$ cat src/rtl/dmem_arbiter_pkg.sv
// Shared types and default geometry for the two-port data-memory arbiter.
package dmem_arbiter_pkg;

  localparam int DMEM_DW    = 8;
  localparam int DMEM_AW    = 3;
  localparam int DMEM_DEPTH = 1 << DMEM_AW;

  typedef enum logic {
    REQ_CPU = 1'b0,
    REQ_DBG = 1'b1
  } req_e;

  typedef enum logic {
    ST_ARB  = 1'b0,
    ST_LOCK = 1'b1
  } state_e;

endpackage

$ cat src/rtl/dmem_arbiter_if.sv
// Request/grant/read-data bundle between the two requesters and the memory arbiter.
interface dmem_arbiter_if
  import dmem_arbiter_pkg::*;
#(
  parameter int DW    = DMEM_DW,
  parameter int AW    = DMEM_AW,
  parameter int DEPTH = DMEM_DEPTH
);

  logic                cpu_req;
  logic                cpu_we;
  logic [AW-1:0]       cpu_addr;
  logic [DW-1:0]       cpu_wdata;
  logic                cpu_gnt;
  logic                cpu_rvalid;
  logic [DW-1:0]       cpu_rdata;

  logic                dbg_req;
  logic                dbg_we;
  logic [AW-1:0]       dbg_addr;
  logic [DW-1:0]       dbg_wdata;
  logic                dbg_lock;
  logic                dbg_gnt;
  logic                dbg_rvalid;
  logic [DW-1:0]       dbg_rdata;

  logic                locked;
  logic [DEPTH*DW-1:0] mem_flat;

  modport master (
    output cpu_req, cpu_we, cpu_addr, cpu_wdata,
    input  cpu_gnt, cpu_rvalid, cpu_rdata,
    output dbg_req, dbg_we, dbg_addr, dbg_wdata, dbg_lock,
    input  dbg_gnt, dbg_rvalid, dbg_rdata,
    input  locked, mem_flat
  );

  modport slave (
    input  cpu_req, cpu_we, cpu_addr, cpu_wdata,
    output cpu_gnt, cpu_rvalid, cpu_rdata,
    input  dbg_req, dbg_we, dbg_addr, dbg_wdata, dbg_lock,
    output dbg_gnt, dbg_rvalid, dbg_rdata,
    output locked, mem_flat
  );

endinterface

$ cat src/rtl/dmem_rr_arb2.sv
// Two-way round-robin arbiter; while locked the debug port owns every grant.
module dmem_rr_arb2
  import dmem_arbiter_pkg::*;
(
  input  logic clk,
  input  logic rst,
  input  logic cpu_req_i,
  input  logic dbg_req_i,
  input  logic lock_i,
  input  logic lock_exit_i,
  output logic cpu_gnt_o,
  output logic dbg_gnt_o,
  output req_e last_gnt_o
);

  req_e last_gnt_q;

  always_comb begin
    cpu_gnt_o = 1'b0;
    dbg_gnt_o = 1'b0;
    if (lock_i) begin
      dbg_gnt_o = dbg_req_i;
    end else if (cpu_req_i && dbg_req_i) begin
      if (last_gnt_q == REQ_DBG) cpu_gnt_o = 1'b1;
      else                       dbg_gnt_o = 1'b1;
    end else begin
      cpu_gnt_o = cpu_req_i;
      dbg_gnt_o = dbg_req_i;
    end
  end

  // Leaving LOCK hands priority to the CPU, which has been stalled.
  always_ff @(posedge clk or negedge rst) begin
    if (!rst) begin
      last_gnt_q <= REQ_DBG;
    end else if (lock_exit_i || dbg_gnt_o) begin
      last_gnt_q <= REQ_DBG;
    end else if (cpu_gnt_o) begin
      last_gnt_q <= REQ_CPU;
    end
  end

  assign last_gnt_o = last_gnt_q;

endmodule

$ cat src/rtl/dmem_arbiter.sv
// 8x8 data memory shared between the CPU and a debug/loader port, with debug lock.
module dmem_arbiter
  import dmem_arbiter_pkg::*;
#(
  parameter int DW    = DMEM_DW,
  parameter int AW    = DMEM_AW,
  parameter int DEPTH = DMEM_DEPTH
) (
  input  logic           clk,
  input  logic           rst,
  dmem_arbiter_if.slave  bus
);

  state_e        state_q;
  logic          locked_q;
  logic [DW-1:0] mem_q [DEPTH];
  logic          cpu_rvalid_q, dbg_rvalid_q;
  logic [DW-1:0] cpu_rdata_q, dbg_rdata_q;

  logic          cpu_gnt, dbg_gnt, lock_exit;
  logic          wr_en;
  logic [AW-1:0] wr_addr;
  logic [DW-1:0] wr_data;
  req_e          last_gnt;

  assign lock_exit = (state_q == ST_LOCK) && !bus.dbg_lock;

  dmem_rr_arb2 u_arb (
    .clk         (clk),
    .rst         (rst),
    .cpu_req_i   (bus.cpu_req),
    .dbg_req_i   (bus.dbg_req),
    .lock_i      (state_q == ST_LOCK),
    .lock_exit_i (lock_exit),
    .cpu_gnt_o   (cpu_gnt),
    .dbg_gnt_o   (dbg_gnt),
    .last_gnt_o  (last_gnt)
  );

  // Grants are exclusive, so a single write port serves both requesters.
  always_comb begin
    wr_en   = (cpu_gnt && bus.cpu_we) || (dbg_gnt && bus.dbg_we);
    wr_addr = cpu_gnt ? bus.cpu_addr  : bus.dbg_addr;
    wr_data = cpu_gnt ? bus.cpu_wdata : bus.dbg_wdata;
  end

  always_ff @(posedge clk or negedge rst) begin
    if (!rst) begin
      state_q  <= ST_ARB;
      locked_q <= 1'b0;
    end else begin
      case (state_q)
        ST_ARB: begin
          if (dbg_gnt && bus.dbg_lock) begin
            state_q  <= ST_LOCK;
            locked_q <= 1'b1;
          end
        end
        ST_LOCK: begin
          if (!bus.dbg_lock) begin
            state_q  <= ST_ARB;
            locked_q <= 1'b0;
          end
        end
        default: begin
          state_q  <= ST_ARB;
          locked_q <= 1'b0;
        end
      endcase
    end
  end

  always_ff @(posedge clk or negedge rst) begin
    if (!rst) begin
      for (int i = 0; i < DEPTH; i++) mem_q[i] <= '0;
    end else if (wr_en) begin
      mem_q[wr_addr] <= wr_data;
    end
  end

  // Writes from the previous edge are already in mem_q, giving read-after-write.
  always_ff @(posedge clk or negedge rst) begin
    if (!rst) begin
      cpu_rvalid_q <= 1'b0;
      dbg_rvalid_q <= 1'b0;
      cpu_rdata_q  <= '0;
      dbg_rdata_q  <= '0;
    end else begin
      cpu_rvalid_q <= cpu_gnt && !bus.cpu_we;
      dbg_rvalid_q <= dbg_gnt && !bus.dbg_we;
      if (cpu_gnt && !bus.cpu_we) cpu_rdata_q <= mem_q[bus.cpu_addr];
      if (dbg_gnt && !bus.dbg_we) dbg_rdata_q <= mem_q[bus.dbg_addr];
    end
  end

  for (genvar gi = 0; gi < DEPTH; gi++) begin : g_flat
    assign bus.mem_flat[gi*DW +: DW] = mem_q[gi];
  end

  assign bus.cpu_gnt    = cpu_gnt;
  assign bus.dbg_gnt    = dbg_gnt;
  assign bus.cpu_rvalid = cpu_rvalid_q;
  assign bus.dbg_rvalid = dbg_rvalid_q;
  assign bus.cpu_rdata  = cpu_rdata_q;
  assign bus.dbg_rdata  = dbg_rdata_q;
  assign bus.locked     = locked_q;

  wire unused_last_gnt = (last_gnt == REQ_CPU);

endmodule

$ cat src/flat_wrapper.sv
// flat-port wrapper written by rule: the top's interface ports become plain ports
module dmem_arbiter_flat import dmem_arbiter_pkg::*;
#(
  parameter int DW    = DMEM_DW,
  parameter int AW    = DMEM_AW,
  parameter int DEPTH = DMEM_DEPTH
)
  (clk, rst, bus_cpu_req, bus_cpu_we, bus_cpu_addr, bus_cpu_wdata, bus_cpu_gnt, bus_cpu_rvalid, bus_cpu_rdata, bus_dbg_req, bus_dbg_we, bus_dbg_addr, bus_dbg_wdata, bus_dbg_lock, bus_dbg_gnt, bus_dbg_rvalid, bus_dbg_rdata, bus_locked, bus_mem_flat);
  dmem_arbiter_if #(.DW(DW), .AW(AW), .DEPTH(DEPTH)) bus_i ();
  input  logic clk;
  input  logic rst;
  input wire logic [$bits(bus_i.cpu_req)-1:0] bus_cpu_req;
  input wire logic [$bits(bus_i.cpu_we)-1:0] bus_cpu_we;
  input wire logic [$bits(bus_i.cpu_addr)-1:0] bus_cpu_addr;
  input wire logic [$bits(bus_i.cpu_wdata)-1:0] bus_cpu_wdata;
  output wire logic [$bits(bus_i.cpu_gnt)-1:0] bus_cpu_gnt;
  output wire logic [$bits(bus_i.cpu_rvalid)-1:0] bus_cpu_rvalid;
  output wire logic [$bits(bus_i.cpu_rdata)-1:0] bus_cpu_rdata;
  input wire logic [$bits(bus_i.dbg_req)-1:0] bus_dbg_req;
  input wire logic [$bits(bus_i.dbg_we)-1:0] bus_dbg_we;
  input wire logic [$bits(bus_i.dbg_addr)-1:0] bus_dbg_addr;
  input wire logic [$bits(bus_i.dbg_wdata)-1:0] bus_dbg_wdata;
  input wire logic [$bits(bus_i.dbg_lock)-1:0] bus_dbg_lock;
  output wire logic [$bits(bus_i.dbg_gnt)-1:0] bus_dbg_gnt;
  output wire logic [$bits(bus_i.dbg_rvalid)-1:0] bus_dbg_rvalid;
  output wire logic [$bits(bus_i.dbg_rdata)-1:0] bus_dbg_rdata;
  output wire logic [$bits(bus_i.locked)-1:0] bus_locked;
  output wire logic [$bits(bus_i.mem_flat)-1:0] bus_mem_flat;
  assign bus_i.cpu_req = bus_cpu_req;
  assign bus_i.cpu_we = bus_cpu_we;
  assign bus_i.cpu_addr = bus_cpu_addr;
  assign bus_i.cpu_wdata = bus_cpu_wdata;
  assign bus_cpu_gnt = bus_i.cpu_gnt;
  assign bus_cpu_rvalid = bus_i.cpu_rvalid;
  assign bus_cpu_rdata = bus_i.cpu_rdata;
  assign bus_i.dbg_req = bus_dbg_req;
  assign bus_i.dbg_we = bus_dbg_we;
  assign bus_i.dbg_addr = bus_dbg_addr;
  assign bus_i.dbg_wdata = bus_dbg_wdata;
  assign bus_i.dbg_lock = bus_dbg_lock;
  assign bus_dbg_gnt = bus_i.dbg_gnt;
  assign bus_dbg_rvalid = bus_i.dbg_rvalid;
  assign bus_dbg_rdata = bus_i.dbg_rdata;
  assign bus_locked = bus_i.locked;
  assign bus_mem_flat = bus_i.mem_flat;
  dmem_arbiter #(.DW(DW), .AW(AW), .DEPTH(DEPTH)) u_core (.clk(clk), .rst(rst), .bus(bus_i));
endmodule
$ cat config.mk
export PLATFORM = sky130hd
export DESIGN_NAME = dmem_arbiter_flat
export DESIGN_NICKNAME = d
export VERILOG_FILES = /design/src/rtl/dmem_arbiter_pkg.sv /design/src/rtl/dmem_arbiter_if.sv /design/src/rtl/dmem_rr_arb2.sv /design/src/rtl/dmem_arbiter.sv /design/src/flat_wrapper.sv
export SDC_FILE = /design/constraint.sdc
export NUM_CORES = 1
export LEC_CHECK = 0
export ABC_CLOCK_PERIOD_IN_PS = 4400
export BUFFER_PORTS_ARGS = -buffer_cell sky130_fd_sc_hd__buf_2
export CAP_MARGIN = 15
export CELL_PAD_IN_SITES_DETAIL_PLACEMENT = 1
export CELL_PAD_IN_SITES_GLOBAL_PLACEMENT = 1
export CORE_UTILIZATION = 40
export CTS_BUF_LIST = sky130_fd_sc_hd__clkbuf_16
export CTS_CLUSTER_DIAMETER = 60
export CTS_CLUSTER_SIZE = 28
export DETAILED_ROUTE_END_ITERATION = 16
export PLACE_DENSITY_LB_ADDON = 0.1
export SLEW_MARGIN = 20
export SYNTH_ARGS = -nofsm -noshare
export SYNTH_HDL_FRONTEND = slang
export SYNTH_SLANG_ARGS = --single-unit
export TNS_END_PERCENT = 10
$ cat constraint.sdc
create_clock -name clk -period 4.4 [get_ports clk]
set_clock_uncertainty 0.15 [all_clocks]
set_input_delay 0.88 -clock clk [delete_from_list [all_inputs] [get_ports clk]]
set_output_delay 0.88 -clock clk [all_outputs]
set_load 0.02 [all_outputs]
==> results.yml, run 1 <==
cts:
  clock_path_buffers: 2
  worstSkewPairLatency_ns: 0.33
  clkSlewWorstSetupHoldPaths_ns: 0.07
  ctsResizeCount: 0
  cts_tree: "done"
  cts_hold_buf: 0
  cts_root_buffer: "clkbuf_16"
  cts.sinks: 85
  cts_setup_buffers: 0
  cts_made_buffers: 9
  htreeDepth: 3
timing:
  finalCritPeriodShare: 0.642
  final-hold-violation-count: 0
  fin_ws_ns: 1.57
  slew_violations: 0
  fin_crit_ns: 2.83
  setup_viol: 0
  tightestPinTransition_ns: 0.761
  fmaxAchievable_mhz: 354
  max-slew-margin-rel: 0.493
  fin_tns_setup_ns: 0
  rsz0062_at_grt: "no"
floorplanning:
  num_rows: 37
  core_um2: 10500
  die_w_um: 106
  ioPinCount: 114
  initial_core_util: 0.417
  die_h_um: 106
  die-area_um2: 11300
layout:
  nFillCells: 1093
  utilization: 0.511
  area_delta_synth_final_pct: 22.6
  nets: 426
  drive_gt1_frac: 0.614
  diodes: 0
  fin_area_um2: 5350
yosys:
  synth-edff-count: 0
  synthFlopType: "dfrtp_1"
  syn_avg_cell_area_um2: 15.3
  yosys-top-cells-area: "dfrtp_1 (48%), mux2_2 (17%), mux4_2 (17%), mux2i_1 (3.7%), mux2_4 (2.8%)"
  synth_top_area_frac: 0.482
  ys_seq_area_frac: 0.488
  synth_cells: 285
  postSynth.asyncResetShare: 1.00
  yosys.area.top_type: "dfrtp_1"
  synthTopCellsByCount: "dfrtp_1 (84), mux2_2 (64), mux4_2 (32)"
  synth_seq_cells: 85
  yosysUniqueCellTypes: 30
  synth.most_common_cell: "dfrtp_1"
  yosysWarnings: 0
  synth_area_um2: 4360
  synth_nets: 314
status:
  status: "complete, no violations"
placement:
  place_congestion: 0.761
  pre_cts_ws_ns: 1.26
  place_area_um2: 5050
  dp_hpwl_um: 8290
  numPortBuffers: 113
worst_setup_path:
  critPathCapture: "u_core.bus.mem_flat[26]$_DFFE_PN0P_"
  worst-path-max-fanout: 13
  critical_path_required_ns: 4.47
  worstSetupEndpointType: "flop"
  crit_start: "bus_dbg_req"
  critPathLaunchType: "input pin"
  regToRegStartpoint: "u_core.u_arb.last_gnt_o$_DFFE_PN1P_"
  worstPathArrival_ns: 2.90
  path_class: "in -> reg"
  reg2reg_to: "u_core.bus.mem_flat[26]$_DFFE_PN0P_"
  r2r_slack_ns: 1.77
  reg2reg_depth: 5
global_routing:
  grt_pass1_wl_um: 18800
  grt_usage: 0.228
  first_global_vias: 3134
  grt_overflow: 0
  grt_max_degree: 60
  antenna_found_initial: 0
pwr:
  peakVddDrop_uv: 304
  power-per-cell-area_nw_per_um2: 731
  finalPower_uw: 3910
  total_leakage_power_uw: 0.00247
route:
  vias: 2956
  dr.pass1.iters: 4
  drcViolationCount: 0
  drt_iter0_drc: 71
  wl_per_cell_um: 22.1
  via_per_inst: 5.49
  wl_um: 11900
  ant_nets: 0
run:
  drv_cap: 0
worst_hold_path:
  hold_path_class: "reg -> reg"
## registers in the layout (all words and copies together) (netlist names)
signal and flops:
u_core.bus.mem_flat 64, u_core.bus.cpu_rvalid 1, u_core.bus.dbg_rdata 8, u_core.u_arb.last_gnt_o 1
u_core.state_q 1, u_core.bus.locked 1, u_core.bus.dbg_rvalid 1, u_core.bus.cpu_rdata 8
## cells in the final DEF (no fill, tap or decap), types with 2 or more instances in the layout
| cell type | n |
|---|---|
| inv_1 | 4 |
| nand3b_1 | 5 |
| buf_2 | 112 |
| o21ai_0 | 9 |
| nor3b_4 | 3 |
| and2_1 | 2 |
| buf_4 | 4 |
| clkbuf_16 | 9 |
| dfrtp_1 | 84 |
| mux2i_4 | 2 |
| mux2_4 | 8 |
| mux2_2 | 64 |
| nand2_1 | 10 |
| clkinvlp_4 | 3 |
| mux4_2 | 32 |
| nor2_1 | 8 |
| a21oi_1 | 10 |
| nor2b_1 | 2 |
| mux2i_1 | 16 |
## worst min-delay path by stage
stage | end | start | cells past startpoint | slack, ns
6_report | u_core.bus.dbg_rdata[3]$_DFFE_PN0P_ | u_core.bus.dbg_rdata[3]$_DFFE_PN0P_ | 2 | 0.33
5_1_grt | u_core.bus.dbg_rdata[0]$_DFFE_PN0P_ | u_core.bus.dbg_rdata[0]$_DFFE_PN0P_ | 2 | 0.35
4_1_cts | u_core.bus.dbg_rdata[4]$_DFFE_PN0P_ | u_core.bus.dbg_rdata[4]$_DFFE_PN0P_ | 2 | 0.33
3_5_place_dp | u_core.bus.dbg_rdata[4]$_DFFE_PN0P_ | u_core.bus.dbg_rdata[4]$_DFFE_PN0P_ | 2 | 0.32
3_3_place_gp | u_core.bus.dbg_rdata[6]$_DFFE_PN0P_ | u_core.bus.dbg_rdata[6]$_DFFE_PN0P_ | 2 | 0.31
2_1_floorplan | u_core.bus.locked$_DFFE_PN0P_ | u_core.state_q$_DFF_PN0_ | 1 | 0.39
## metrics by stage
stage               hold WS (ns)  std cells
detailed placement         0.320        522
finish                     0.327        538
global route               0.349        538
CTS                        0.333        538
floorplan                  0.389        285
global placement           0.309        522
## logic make-up (layout without fill, tap and decap cells)
| logic type | Yosys count | count (layout) | share of synthesized area |
|---|---|---|---|
| AOI/OAI and AO/OA | 23 | 23 | 0.0310 |
| buffers and inverters | 17 | 134 | 0.0178 |
| DFF | 85 | 85 | 0.488 |
| muxes | 122 | 122 | 0.405 |
| and+or+nand+nor | 38 | 38 | 0.0577 |
## per-layer routing
metal  global-route usage  wire length, um  share of wire  vias up
li1                     -                -              -     1307
met1                0.331             5550           0.47     1552
met2                0.358             5840           0.49       92
met3               0.0362              423          0.036        5
met4               0.0526               68         0.0057        0
met5                    0                0              0        -
## critical path: stages
cell      delay [ns]
buf_2           0.13
nand2b_2        0.11
nand2_4         0.25
mux2i_4         0.45
nand3b_1        0.57
mux2_2          0.48
## cell type report
type / instances / area, um^2 / area share
inverters: 2 / 7.51 / 0.00140
clock buffers: 9 / 225 / 0.0421
flip-flops and latches: 85 / 2130 / 0.398
clock inverters: 7 / 68.8 / 0.0129
repair buffers: 116 / 591 / 0.110
multi-input cells: 183 / 2160 / 0.403
well taps: 136 / 170 / 0.0318
## report_power, final
group | internal [uW] | switching, uW | total (uW)
clock | 436 | 304 | 741
sequential | 1140 | 352 | 1490
combinational | 786 | 888 | 1670
total | 2360 | 1540 | 3910
(Power assumes the default switching activity.)
==> inputs of run 2 (changes only) <==
--- a/config.mk
+++ b/config.mk
@@ -5,12 +5,12 @@
 export SDC_FILE = /design/constraint.sdc
 export NUM_CORES = 1
 export LEC_CHECK = 0
-export ABC_CLOCK_PERIOD_IN_PS = 4400
+export ABC_CLOCK_PERIOD_IN_PS = 2400
 export BUFFER_PORTS_ARGS = -buffer_cell sky130_fd_sc_hd__buf_2
 export CAP_MARGIN = 15
 export CELL_PAD_IN_SITES_DETAIL_PLACEMENT = 1
 export CELL_PAD_IN_SITES_GLOBAL_PLACEMENT = 1
-export CORE_UTILIZATION = 40
+export CORE_UTILIZATION = 39
 export CTS_BUF_LIST = sky130_fd_sc_hd__clkbuf_16
 export CTS_CLUSTER_DIAMETER = 60
 export CTS_CLUSTER_SIZE = 28
==> constraint.sdc (replaced) <==
create_clock -name clk -period 2.4 [get_ports clk]
set_clock_uncertainty 0.15 [all_clocks]
set_input_delay 0.48 -clock clk [delete_from_list [all_inputs] [get_ports clk]]
set_output_delay 0.48 -clock clk [all_outputs]
set_load 0.02 [all_outputs]
==> results.yml, run 2 (same netlist as run 1, synthesis figures left out) <==
status:
  status: "complete, no violations"
layout:
  largest_reg_flops: 64
  multi_input_area_um2: 2150
  drive_gt1_frac: 0.641
  nets: 458
  seq_area_um2: 2130
  final_common_cell: "buf_2"
  utilization: 0.523
  area_delta_synth_final_pct: 30.6
  final_cell_mix: "buf_2 (112), dfrtp_1 (84), mux2_2 (64), mux4_2 (32), buf_4 (30)"
  nFillCells: 1105
  diodes: 0
worst_setup_path:
  worstSetupEndpointType: "output pin"
  path_class: "reg -> out"
  worstPathArrival_ns: 1.68
  critPathLaunchType: "flop"
  worst-path-max-fanout: 8
  critical_path_required_ns: 1.77
placement:
  dp_hpwl_um: 9510
  place_congestion: 0.781
  pre_cts_ws_ns: 0.0132
  numPortBuffers: 113
floorplanning:
  die_h_um: 108
  num_rows: 38
  die-area_um2: 11600
  initial_core_util: 0.400
  core_um2: 10900
  ioPinCount: 114
  die_w_um: 108
timing:
  slew_violations: 0
  fin_crit_ns: 2.31
  holdWs_ns: 0.255
  finalCritPeriodShare: 0.963
  max-slew-margin-rel: 0.620
  fin_tns_setup_ns: 0
  fin_ws_ns: 0.0881
  tightestPinTransition_ns: 0.569
  final-hold-violation-count: 0
  fmaxAchievable_mhz: 433
  setup_viol: 0
  rsz0062_at_grt: "no"
cts:
  cts_tree: "done"
  cts_made_buffers: 9
  worstSkewPairLatency_ns: 0.34
  cts_root_buffer: "clkbuf_16"
  clock_path_buffers: 2
  cts_setup_buffers: 0
  cts.sinks: 85
  htreeDepth: 3
  clkSlewWorstSetupHoldPaths_ns: 0.06
route:
  wl_per_cell_um: 22.3
  wl_um: 12800
  drcViolationCount: 0
  drt_iter0_drc: 99
  vias: 3113
  via_per_inst: 5.42
  dr.pass1.iters: 4
  ant_nets: 0
worst_hold_path:
  hold_path_class: "in -> reg"
run:
  drv_cap: 0
pwr:
  power-per-cell-area_nw_per_um2: 1320
  total_leakage_power_uw: 0.00267
  peakVddDrop_uv: 646
global_routing:
  grt_max_degree: 37
  grt_overflow: 0
  antenna_found_initial: 0
  grt_usage: 0.236
  grt_pass1_wl_um: 19400
  first_global_vias: 3160
[run 2: cell types whose count changed in the layout (fill, tap and decap cells not counted), sizes merged]
| cell | previous run | this run |
|---|---|---|
| inv | 4 | 3 |
| clkinvlp | 3 | 1 |
| clkinv | 1 | 2 |
| buf | 116 | 147 |
| bufinv | 1 | 3 |
| dlygate4sd3 | 0 | 1 |
[run 2: layout make-up]
cell class	instances	share of cell area
sequential	85	0.374
tap	140	0.0308
timing repair buffer	148	0.156
clock inverter	7	0.0202
multi-input combinational	183	0.378
inverter	2	0.00132
clock buffer	9	0.0396
[run 2: worst paths after layout]
path                                                          start                                   to  slack (ns)  cells past startpoint
worst max-delay path            u_core.u_arb.last_gnt_o$_DFFE_PN1P_                          bus_dbg_gnt        0.09                      5
min in group asynchronous                                       rst        u_core.bus.locked$_DFFE_PN0P_        0.48                      2
max in group asynchronous                                       rst  u_core.bus.mem_flat[59]$_DFFE_PN0P_        0.98                      3
worst min-delay path                                   bus_dbg_lock        u_core.bus.locked$_DFFE_PN0P_        0.26                      3
worst max register to register  u_core.u_arb.last_gnt_o$_DFFE_PN1P_  u_core.bus.mem_flat[53]$_DFFE_PN0P_        0.10                      6
worst min register to register  u_core.bus.dbg_rdata[3]$_DFFE_PN0P_  u_core.bus.dbg_rdata[3]$_DFFE_PN0P_        0.33                      2
[run 2: repair_timing]
action                                 4_1_cts  5_1_grt
endpoints found under the hold margin       30        0
hold buffers                                 1        0
resized for setup                            0        1
setup endpoints to repair                    0        1
[run 2: metal layers]
| metal | track usage | vias to the layer above | routed length (um) |
|---|---|---|---|
| met5 | 0 | - | 0 |
| met4 | 0.0744 | 0 | 162 |
| met3 | 0.0442 | 14 | 676 |
| met2 | 0.380 | 112 | 6400 |
| met1 | 0.321 | 1612 | 5550 |
| li1 | - | 1375 | - |
[run 2: per-stage QoR]
step                cell area, um^2  cells  total power [uW]
floorplan                      4360    285              4670
global placement               5340    557              5830
detailed placement             5340    557              5930
CTS                            5690    574              7570
global route                   5690    574              7910
finish                         5690    574              7510
[run 2: worst max-delay path: stages, from the launching register on]
cell and delay [ns]:
dfstp_2 0.55, nand2b_2 0.18, nand2_4 0.11, buf_6 0.17, and2_1 0.17, buf_2 0.15
[run 2: report_power, final]
| part | internal (uW) | switching, uW |
|---|---|---|
| Sequential | 2090 | 669 |
| Clock | 1010 | 587 |
| Combinational | 1480 | 1660 |
| Total | 4590 | 2920 |
==> inputs of run 3 (changes only) <==
--- a/config.mk
+++ b/config.mk
@@ -5,14 +5,14 @@
 export SDC_FILE = /design/constraint.sdc
 export NUM_CORES = 1
 export LEC_CHECK = 0
-export ABC_CLOCK_PERIOD_IN_PS = 2400
+export ABC_CLOCK_PERIOD_IN_PS = 2550
 export BUFFER_PORTS_ARGS = -buffer_cell sky130_fd_sc_hd__buf_2
 export CAP_MARGIN = 15
 export CELL_PAD_IN_SITES_DETAIL_PLACEMENT = 1
 export CELL_PAD_IN_SITES_GLOBAL_PLACEMENT = 1
-export CORE_UTILIZATION = 39
+export CORE_UTILIZATION = 40
 export CTS_BUF_LIST = sky130_fd_sc_hd__clkbuf_16
-export CTS_CLUSTER_DIAMETER = 60
+export CTS_CLUSTER_DIAMETER = 40
 export CTS_CLUSTER_SIZE = 28
 export DETAILED_ROUTE_END_ITERATION = 16
 export PLACE_DENSITY_LB_ADDON = 0.1
==> constraint.sdc (replaced) <==
create_clock -name clk -period 2.55 [get_ports clk]
set_clock_uncertainty 0.15 [all_clocks]
set_input_delay 0.3825 -clock clk [delete_from_list [all_inputs] [get_ports clk]]
set_output_delay 0.3825 -clock clk [all_outputs]
set_load 0.02 [all_outputs]
==> results.yml, run 3 (same netlist as run 1, synthesis figures left out) <==
status:
  status: "complete, no violations"
worst_setup_path:
  worstPathArrival_ns: 2.50
  worstSetupEndpointType: "flop"
  r2r_slack_ns: 0.12
  slowest_stage: "or3_1"
  reg2reg_to: "u_core.bus.mem_flat[50]$_DFFE_PN0P_"
  path_cells: "nand2b_2, a32o_1, nand3_2, or3_1, mux2_4"
  reg2reg_depth: 5
  cp_slowest_stage_delay_ns: 0.66
  path_class: "reg -> reg"
  critical_path_required_ns: 2.62
  crit_family: "simple AND/OR/NAND/NOR gates"
  regToRegStartpoint: "u_core.u_arb.last_gnt_o$_DFFE_PN1P_"
  cp.buffers_inverters: 0
  critPathLaunchType: "flop"
  worst-path-max-fanout: 8
timing:
  final-hold-violation-count: 0
  rsz0062_at_grt: "no"
  finalCritPeriodShare: 0.954
  fmaxAchievable_mhz: 411
  max-slew-margin-rel: 0.613
  slew_violations: 0
  fin_crit_ns: 2.43
  fin_tns_setup_ns: 0
  tightestPinTransition_ns: 0.579
  setup_viol: 0
pwr:
  peakVddDrop_uv: 588
  power-per-cell-area_nw_per_um2: 1260
  total_leakage_power_uw: 0.00260
  finalPower_uw: 7000
global_routing:
  grt_overflow: 0
  grt_pass1_wl_um: 19400
  grt_usage: 0.237
  grt_max_degree: 49
  antenna_found_initial: 0
  first_global_vias: 3203
cts:
  clock_path_buffers: 2
  cts_setup_buffers: 0
  cts_made_buffers: 9
  worstSkewPairLatency_ns: 0.34
  cts_root_buffer: "clkbuf_16"
  htreeDepth: 3
  cts_tree: "done"
  clkSlewWorstSetupHoldPaths_ns: 0.06
  cts.sinks: 85
floorplanning:
  die-area_um2: 11300
  die_w_um: 106
  ioPinCount: 114
  die_h_um: 106
  num_rows: 37
  initial_core_util: 0.417
  core_um2: 10500
layout:
  nFillCells: 1088
  final_cell_mix: "buf_2 (112), dfrtp_1 (84), mux2_2 (64), mux4_2 (32), buf_4 (23)"
  drive_gt1_frac: 0.629
  diodes: 0
  largest_reg_flops: 64
  final_common_cell: "buf_2"
  utilization: 0.532
  nets: 447
  fin_area_um2: 5560
  area_delta_synth_final_pct: 27.6
placement:
  place_congestion: 0.783
  place_area_um2: 5210
  dp_hpwl_um: 9180
  numPortBuffers: 113
route:
  dr.pass1.iters: 6
  route.met2.wl_um: 5980
  wl_per_cell_um: 22.1
  drt_iter0_drc: 110
  wl_met3_um: 551
  wl_met1_um: 5610
  wl_um: 12300
  via_per_inst: 5.43
  drcViolationCount: 0
  vias: 3034
  ant_nets: 0
  highest_layer: "met4"
worst_hold_path:
  min_path_cells: 3
  hold_path_class: "in -> reg"
  worstHoldStart: "bus_dbg_lock"
  worstHoldEndpoint: "u_core.bus.locked$_DFFE_PN0P_"
run:
  drv_cap: 0
==> run 3: worst max-delay path by stage <==
stage	from	endpoint	slack, ns	cells after the start
after floorplan	u_core.u_arb.last_gnt_o$_DFFE_PN1P_	u_core.bus.mem_flat[48]$_DFFE_PN0P_	0.42	6
after global placement	u_core.u_arb.last_gnt_o$_DFFE_PN1P_	u_core.bus.mem_flat[51]$_DFFE_PN0P_	0.20	5
after detailed placement	u_core.u_arb.last_gnt_o$_DFFE_PN1P_	u_core.bus.mem_flat[50]$_DFFE_PN0P_	0.12	5
after CTS	u_core.u_arb.last_gnt_o$_DFFE_PN1P_	u_core.bus.mem_flat[51]$_DFFE_PN0P_	0.11	5
after global routing	u_core.u_arb.last_gnt_o$_DFFE_PN1P_	u_core.bus.mem_flat[52]$_DFFE_PN0P_	0.05	5
final	u_core.u_arb.last_gnt_o$_DFFE_PN1P_	u_core.bus.mem_flat[50]$_DFFE_PN0P_	0.12	5
==> run 3: routing by layer <==
metal	track usage	up-vias
li1	-	1346
met1	0.338	1577
met2	0.362	97
met3	0.0380	14
met4	0.0893	0
met5	0	-
==> run 3: stage by stage <==
step                      hold slack [ns]  setup slack [ns]  instances
after floorplan                   -0.0631             0.420        285
after global placement              0.244             0.200        542
after detailed placement            0.248             0.124        542
after CTS                           0.165             0.111        559
after global routing                0.184            0.0456        559
final                               0.172             0.118        559
==> run 3: area by class of cell <==
type / instances / area (um^2) / area share
Clock buffer: 9 / 225 / 0.0405
Sequential cell: 85 / 2130 / 0.383
Multi-Input combinational cell: 183 / 2150 / 0.387
Inverter: 2 / 7.51 / 0.00135
Tap cell: 136 / 170 / 0.0306
Timing Repair Buffer: 137 / 763 / 0.137
Clock inverter: 7 / 114 / 0.0205
==> run 3: where the power goes <==
group / switching [uW] / leakage, uW / internal (uW)
logic: 1560 / 0.00141 / 1380
clock network: 533 / 0.000161 / 952
registers: 614 / 0.00103 / 1970
==> run 3: worst reg2reg max path: cells and delay by family, from the launching register on <==
family	cells	cell delay [ns]
AND/OR/NAND/NOR	3	1.00
flip-flops	1	0.56
AO/OA/AOI/OAI	1	0.22
multiplexers	1	0.39
==> run 3: what timing repair did <==
item / 4_1_cts / 5_1_grt
endpoints found under the hold margin: 36 / 0
setup endpoints to repair: 0 / 0
hold buffers: 1 / 0
resized for setup: 0 / 0
